## src/rtl/qsg_pkg.sv

```systemverilog
// Shared types and constants for the quadrature step generator: FSM state
// encoding, {a,b} line codes, direction encoding and the per-state line code.
package qsg_pkg;

   typedef enum logic [2:0] {
      S_IDLE = 3'd0,
      S_PH1  = 3'd1,
      S_PH2  = 3'd2,
      S_PH3  = 3'd3,
      S_GAP  = 3'd4
   } qsg_state_e;

   // {a,b} codes; both lines idle high.
   localparam logic [1:0] AB_REST  = 2'b11;
   localparam logic [1:0] AB_BOTH0 = 2'b00;
   localparam logic [1:0] AB_A0    = 2'b01;
   localparam logic [1:0] AB_B0    = 2'b10;

   localparam logic DIR_RIGHT = 1'b1;
   localparam logic DIR_LEFT  = 1'b0;

   // Right steps pull A low first (A leads), left steps pull B low first.
   function automatic logic [1:0] qsg_ab(input qsg_state_e st, input logic dir);
      logic [1:0] code;
      case (st)
         S_PH1:   code = (dir == DIR_RIGHT) ? AB_A0 : AB_B0;
         S_PH2:   code = AB_BOTH0;
         S_PH3:   code = (dir == DIR_RIGHT) ? AB_B0 : AB_A0;
         default: code = AB_REST;
      endcase
      return code;
   endfunction

endpackage

```

## src/rtl/qsg_fifo.sv

```systemverilog
// Small 1-bit-wide FIFO holding queued step directions.
// Pushes while full and pops while empty are dropped.
module qsg_fifo
   import qsg_pkg::*;
#(
   parameter int DEPTH = 4
) (
   input  logic                     clk,
   input  logic                     rst,
   input  logic                     i_push,
   input  logic                     i_din,
   input  logic                     i_pop,
   output logic                     o_dout,
   output logic                     o_full,
   output logic                     o_empty,
   output logic [$clog2(DEPTH):0]   o_count
);

   localparam int AW = $clog2(DEPTH);

   generate
      if (DEPTH < 2 || (DEPTH & (DEPTH - 1)) != 0) begin : g_bad_depth
         $error("qsg_fifo: DEPTH must be a power of 2 and at least 2");
      end
   endgenerate

   logic          r_mem [DEPTH];
   logic [AW-1:0] r_wr;
   logic [AW-1:0] r_rd;
   logic [AW:0]   r_cnt;
   logic          w_push;
   logic          w_pop;

   assign o_full  = (r_cnt == (AW + 1)'(DEPTH));
   assign o_empty = (r_cnt == '0);
   assign o_count = r_cnt;
   assign o_dout  = r_mem[r_rd];
   assign w_push  = i_push && !o_full;
   assign w_pop   = i_pop && !o_empty;

   always_ff @(posedge clk or negedge rst) begin
      if (!rst) begin
         r_wr  <= '0;
         r_rd  <= '0;
         r_cnt <= '0;
      end else begin
         if (w_push) r_wr <= r_wr + 1'b1;
         if (w_pop)  r_rd <= r_rd + 1'b1;
         case ({w_push, w_pop})
            2'b10:   r_cnt <= r_cnt + 1'b1;
            2'b01:   r_cnt <= r_cnt - 1'b1;
            default: r_cnt <= r_cnt;
         endcase
      end
   end

   // Storage is not reset; the flushed pointers make stale entries unreachable.
   always_ff @(posedge clk) begin
      if (w_push) r_mem[r_wr] <= i_din;
   end

endmodule

```

## src/rtl/quad_step_gen.sv

```systemverilog
// Queued quadrature step generator: each step walks {a,b} through three
// phases and a rest gap. Optional contact-bounce emulation: QSG_BOUNCE_EN.
module quad_step_gen
   import qsg_pkg::*;
#(
   parameter int PHASE_CYC = 1000,
   parameter int GAP_CYC   = 4000,
   parameter int QDEPTH    = 4
) (
   input  logic clk,
   input  logic rst,
   input  logic step_valid,
   input  logic step_dir,
   output logic step_ready,
   output logic a,
   output logic b,
   output logic busy,
   output logic done
);

   localparam int MAXC = (PHASE_CYC > GAP_CYC) ? PHASE_CYC : GAP_CYC;
   localparam int CW   = $clog2(MAXC + 1);
   localparam logic [CW-1:0] PH_LOAD  = CW'(PHASE_CYC - 1);
   localparam logic [CW-1:0] GAP_LOAD = CW'(GAP_CYC - 1);

   generate
      if (PHASE_CYC < 1 || GAP_CYC < 1) begin : g_bad_cyc
         $error("quad_step_gen: PHASE_CYC and GAP_CYC must be at least 1");
      end
`ifdef QSG_BOUNCE_EN
      if (PHASE_CYC < 4 || GAP_CYC < 4) begin : g_bad_bounce
         $error("quad_step_gen: bounce needs PHASE_CYC >= 4 and GAP_CYC >= 4");
      end
`endif
   endgenerate

   qsg_state_e              r_state;
   qsg_state_e              w_nxt_state;
   logic [CW-1:0]           r_cnt;
   logic [CW-1:0]           w_load;
   logic                    w_cnt_zero;
   logic                    w_enter;
   logic                    r_dir;
   logic                    w_nxt_dir;
   logic                    w_push;
   logic                    w_pop;
   logic                    w_head;
   logic                    w_full;
   logic                    w_empty;
   logic [$clog2(QDEPTH):0] w_count;
   logic [1:0]              w_ab_new;
   logic [1:0]              w_ab_out;
   logic [1:0]              r_ab;
   logic                    r_done;

   assign w_push = step_valid && step_ready;

   qsg_fifo #(
      .DEPTH (QDEPTH)
   ) u_fifo (
      .clk     (clk),
      .rst     (rst),
      .i_push  (w_push),
      .i_din   (step_dir),
      .i_pop   (w_pop),
      .o_dout  (w_head),
      .o_full  (w_full),
      .o_empty (w_empty),
      .o_count (w_count)
   );

   assign w_cnt_zero = (r_cnt == '0);

   always_comb begin
      w_pop       = 1'b0;
      w_nxt_state = r_state;
      case (r_state)
         S_IDLE: begin
            if (!w_empty) begin
               w_pop       = 1'b1;
               w_nxt_state = S_PH1;
            end
         end
         S_PH1: if (w_cnt_zero) w_nxt_state = S_PH2;
         S_PH2: if (w_cnt_zero) w_nxt_state = S_PH3;
         S_PH3: if (w_cnt_zero) w_nxt_state = S_GAP;
         S_GAP: begin
            if (w_cnt_zero) begin
               if (!w_empty) begin
                  w_pop       = 1'b1;
                  w_nxt_state = S_PH1;
               end else begin
                  w_nxt_state = S_IDLE;
               end
            end
         end
         default: w_nxt_state = S_IDLE;
      endcase
   end

   assign w_enter   = (w_nxt_state != r_state);
   assign w_nxt_dir = w_pop ? w_head : r_dir;
   assign w_ab_new  = qsg_ab(w_nxt_state, w_nxt_dir);

   always_comb begin
      w_load = PH_LOAD;
      if (w_nxt_state == S_GAP)       w_load = GAP_LOAD;
      else if (w_nxt_state == S_IDLE) w_load = '0;
   end

`ifdef QSG_BOUNCE_EN
   logic [1:0]    r_ab_nom;
   logic [1:0]    r_ab_old;
   logic [CW-1:0] w_cur_load;

   assign w_cur_load = (r_state == S_GAP) ? GAP_LOAD : PH_LOAD;

   // Second cycle of every active state shows the previous code again.
   always_comb begin
      w_ab_out = r_ab_nom;
      if (w_enter)
         w_ab_out = w_ab_new;
      else if (r_state != S_IDLE && r_cnt == w_cur_load)
         w_ab_out = r_ab_old;
   end

   always_ff @(posedge clk or negedge rst) begin
      if (!rst) begin
         r_ab_nom <= AB_REST;
         r_ab_old <= AB_REST;
      end else begin
         r_ab_nom <= w_ab_new;
         if (w_enter) r_ab_old <= r_ab_nom;
      end
   end
`else
   assign w_ab_out = w_ab_new;
`endif

   always_ff @(posedge clk or negedge rst) begin
      if (!rst) begin
         r_state <= S_IDLE;
         r_cnt   <= '0;
         r_dir   <= DIR_LEFT;
         r_ab    <= AB_REST;
         r_done  <= 1'b0;
      end else begin
         r_state <= w_nxt_state;
         if (w_pop) r_dir <= w_head;
         if (w_enter)
            r_cnt <= w_load;
         else if (!w_cnt_zero)
            r_cnt <= r_cnt - 1'b1;
         r_ab   <= w_ab_out;
         r_done <= (w_nxt_state == S_GAP) && (r_state != S_GAP);
      end
   end

   assign a          = r_ab[1];
   assign b          = r_ab[0];
   assign done       = r_done;
   assign step_ready = !w_full;
   assign busy       = (r_state != S_IDLE) || (w_count != '0);

endmodule
```

## config.mk

```make
export PLATFORM = sky130hd
export DESIGN_NAME = quad_step_gen
export DESIGN_NICKNAME = d
export VERILOG_FILES = /design/src/rtl/qsg_pkg.sv /design/src/rtl/qsg_fifo.sv /design/src/rtl/quad_step_gen.sv
export SDC_FILE = /design/constraint.sdc
export NUM_CORES = 1
export LEC_CHECK = 0
export BUFFER_PORTS_ARGS = -buffer_cell sky130_fd_sc_hd__buf_2
export CELL_PAD_IN_SITES_DETAIL_PLACEMENT = 0
export CELL_PAD_IN_SITES_GLOBAL_PLACEMENT = 1
export CORE_MARGIN = 3
export CORE_UTILIZATION = 43
export DETAILED_ROUTE_END_ITERATION = 10
export PLACE_DENSITY_LB_ADDON = 0.1
export REMOVE_ABC_BUFFERS = 1
export SLEW_MARGIN = 40
export SYNTH_ARGS = -nofsm -noshare
export SYNTH_HDL_FRONTEND = slang
export SYNTH_HIERARCHICAL = 1
export SYNTH_SLANG_ARGS = --single-unit
export TNS_END_PERCENT = 100
```

## constraint.sdc

```tcl
create_clock -name clk -period 2.7 [get_ports clk]
set_input_delay 0.54 -clock clk [delete_from_list [all_inputs] [get_ports clk]]
set_output_delay 0.54 -clock clk [all_outputs]
set_load 0.02 [all_outputs]
```

==> summary.txt <==
FINAL LAYOUT
-----------------------------------------------------------------------------------------------
Share of cells above drive strength 1                                                     22.8%
Layout fillers                                                                              371
Utilization after layout                                                                  52.7%
Final net count                                                                             234
Final Instance Area                                                                    2200 um2
Post-Layout Cell Count                                                                      274
ANT cells                                                                                     0
Area growth from synthesis to final layout                                                13.5%

CLOCK NETWORK
-----------------------------------------------------------------------------------------------
Clock H-tree levels                                                                           2
Root Driver                                                                            clkbuf_8
Clock network latency to the later pin of the worst-skew pair                           0.27 ns
Cts bufs inserted                                                                             5
Cts-stage hold buffer count                                                                   0
CTS sink cnt                                                                                 30
Clock tree from TritonCTS                                                                 built
Number of buffers on the longest clock path                                                   2
Clock input transition at the sequential cells of the worst setup and hold paths        0.06 ns

GRT
-----------------------------------------------------------------------------------------------
First-pass GRT wire length                                                              7270 um
Total gr overflow                                                                             0
GRT met2 Usage                                                                            29.3%
Gr busiest metal                                                                           met2
Initial antenna violation count                                                               0
Vias in the first global route                                                             1480
GR Util met3                                                                              4.27%
Global-route total usage across every layer                                               17.8%
GR Util met1                                                                              23.1%
Maximum number of pins on one net before global-route repair                                 27

SYNTH
-----------------------------------------------------------------------------------------------
Distinct cell type count after synthesis                                                     61
Synthesized area divided by synthesized cell count                                     9.44 um2
Share of synthesized flip-flops with an asynchronous set or reset                         86.7%
Yosys warning count                                                                           6
Flip-flop cell with the highest count after synthesis                                   dfrtp_1
Sequential cell area fraction in the yosys report                                         39.9%
Number of register bits inferred by synthesis                                                30
Number of instances in the synthesized netlist                                              205
Mapped Area                                                                            1940 um2
Post-synth EDFFs                                                                              4

FLOORPLAN
-----------------------------------------------------------------------------------------------
Initial cell density of the core                                                          46.4%
Ports placed on the boundary                                                                  9
Die Width                                                                               73.1 um
Area of the core region                                                                4170 um2
Die Y                                                                                   73.1 um
Rows                                                                                         23
Overall die area                                                                       5340 um2

STATUS
-----------------------------------------------------------------------------------------------
Status                                                                             finished, final reports clean

ROUTE
-----------------------------------------------------------------------------------------------
DRT Wirelength                                                                          4410 um
Via count                                                                                  1570
Ratio of routed vias to standard cells                                                     5.73
Number of routed nets with antenna violations                                                 0
Final routed wire length divided by cell count                                          16.1 um
Drt first-iter violations                                                                   219
First-pass DRT Iterations                                                                     4
Total DRC errors in the routed layout                                                         0

PWR
-----------------------------------------------------------------------------------------------
Pleak                                                                               0.000913 uW
Peak supply drop                                                                       0.417 mV
Total Power                                                                             2110 uW
Pwr per Cell Area                                                                    961 nW/um2

WORST SETUP PATH
-----------------------------------------------------------------------------------------------
Setup slack, reg-to-reg                                                                 0.20 ns
Startpoint Class                                                                           flop
Crit Path Max Fanout                                                                          4
Kind of critical path                                                                reg -> reg
Data arrival, critical path                                                             2.69 ns
Endpoint of the lowest-slack register-to-register path                             u_fifo/o_count[2]
Worst Setup SP                                                                         r_cnt[1]
Startpoint of the lowest-slack register-to-register path                               r_cnt[1]
Critical Path RT                                                                        2.90 ns
Capturing instance or port of the critical path                                    u_fifo/o_count[2]
Number of cells on the worst reg-to-reg path                                                 12
Endpoint kind of the worst setup timing path                                               flop

TIMING
-----------------------------------------------------------------------------------------------
Total count of max-transition violations in the final report                                  0
Unrepaired setup endpoints after global routing                                              no
Final period utilization                                                                  92.4%
Shortest period the worst path allows                                                   2.50 ns
Setup TNS                                                                                  0 ns
FMAX                                                                                  0.401 GHz
Tightest slew margin relative to the limit                                                60.1%
Worst-Margin Slew                                                                      0.599 ns
Final setup violation count                                                                   0
Count of final hold-check violations                                                          0
Clock Skews                                                                          0.00314 ns

PLACEMENT
-----------------------------------------------------------------------------------------------
Placed cell count                                                                           264
Total half-perimeter wirelength after legalization and detailed placement               3190 um
Cell area after placement                                                              2070 um2
Number of buffers added on ports                                                              8
Weighted congestion reported at the end of routability-driven placement                   0.778

HOLD PATH
-----------------------------------------------------------------------------------------------
Hold WC Path Type                                                                   in -> async

FLOW RUN
-----------------------------------------------------------------------------------------------
Max Cap Violations                                                                            0

## cell usage after synthesis (2+ instances only)
cell,n,area share [%]
o21ai_0,14,3.6
clkbuf_1,7,1.4
nand4_1,2,0.65
o22ai_1,3,0.97
or2_2,2,0.65
ha_1,6,3.9
nor2b_1,2,0.65
nand3_1,3,0.78
o21a_1,2,0.78
dfrtp_1,24,31
nor4_1,2,0.65
nand2_1,13,2.5
inv_1,11,2.1
a21oi_2,2,0.91
a31oi_1,7,2.3
and2_1,5,1.6
edfxtp_1,4,6.2
a21boi_0,2,0.78
dfstp_2,2,2.7
or3_1,3,0.97
buf_4,2,0.78
nor2_1,19,3.7
nor3_1,7,1.8
xnor2_1,6,2.7
a21oi_1,10,2.6
o21ai_1,2,0.52
o21bai_1,2,0.78
and2_2,2,0.78
xor2_1,7,3.2
## worst min path at each step
stage | depth (start not counted) | endpoint | startpoint | slack [ns]
after detailed placement | 1 | u_fifo/r_rd[1] | u_fifo/r_rd[1] | 0.51
final | 1 | r_state[0] | rst | 0.27
after CTS | 1 | r_state[0] | rst | 0.28
after global placement | 1 | u_fifo/r_rd[1] | u_fifo/r_rd[1] | 0.48
after global routing | 1 | r_dir | rst | 0.31
after floorplan | 0 | done | rst | 0.24
## final cells by class
cell class / instances / area (um2) / area share (%)
Tap cell: 50 / 62.6 / 2.85
Sequential cell: 30 / 773 / 35.2
Multi-Input combinational cell: 154 / 1090 / 49.7
Inverter: 11 / 41.3 / 1.88
Timing Repair Buffer: 21 / 138 / 6.26
Clock buffer: 8 / 90.1 / 4.10
## stage by stage
stage               hold WS (ns)  worst slack (ns)
CTS                        0.283            0.0738
floorplan                  0.244           -0.0827
finish                     0.267             0.204
global route               0.307            0.0125
global placement           0.480             0.175
detailed placement         0.513            0.0924
## what timing repair did
action	CTS	global route
buffers inserted	0	2
endpoints found under the setup margin	0	1
gates resized for setup	0	6
## logic make-up after synthesis
family / after synthesis / synth area share, %
compound gates: 57 / 19.2
xor+xnor: 13 / 5.88
fa+ha+maj: 8 / 5.43
buf+inv: 21 / 4.52
flops: 30 / 39.9
mux: 3 / 2.52
simple gates: 73 / 22.5
## state kept, by name, indices dropped and copies added (netlist names)
register and flops:
r_ab 2, r_state 3, u_fifo/r_mem 4, u_fifo/r_rd 2, u_fifo/r_wr 2, u_fifo/o_count 3
r_dir 1, done 1, r_cnt 12
## critical path, cell delays in order (launching register included)
cell and delay [ns]:
dfrtp_1 0.41, inv_2 0.08, ha_4 0.14, nor4b_4 0.28
nand4b_2 0.17, a21oi_2 0.17, o31a_2 0.19, ha_2 0.19
inv_1 0.06, fa_2 0.33, xor2_1 0.14, nor2_1 0.12
xor2_1 0.15
## power by group
group	switching, uW	total, uW	internal (uW)
clock network	161	369	208
registers	221	853	632
logic	450	889	439
## layout by cell type, fill, tap and decap left out, drive strengths merged, types with 2 or more instances in the layout
master / instances
a21boi: 2
a21oi: 12
a31oi: 7
and2: 7
buf: 21
clkbuf: 8
dfrtp: 24
dfstp: 2
edfxtp: 4
ha: 6
inv: 11
mux2: 2
nand2: 13
nand3: 3
nand4: 2
nor2: 19
nor2b: 3
nor3: 8
nor3b: 2
nor4: 3
nor4b: 2
o21a: 2
o21ai: 16
o21bai: 2
o22ai: 3
or2: 2
or3: 3
xnor2: 6
xor2: 7
## layer usage
layer	vias to the layer above	routed length, um
li1	772	-
met1	766	1980
met2	30	2250
met3	2	157
met4	0	19
met5	-	0
Power figures use the tool's default switching activity.
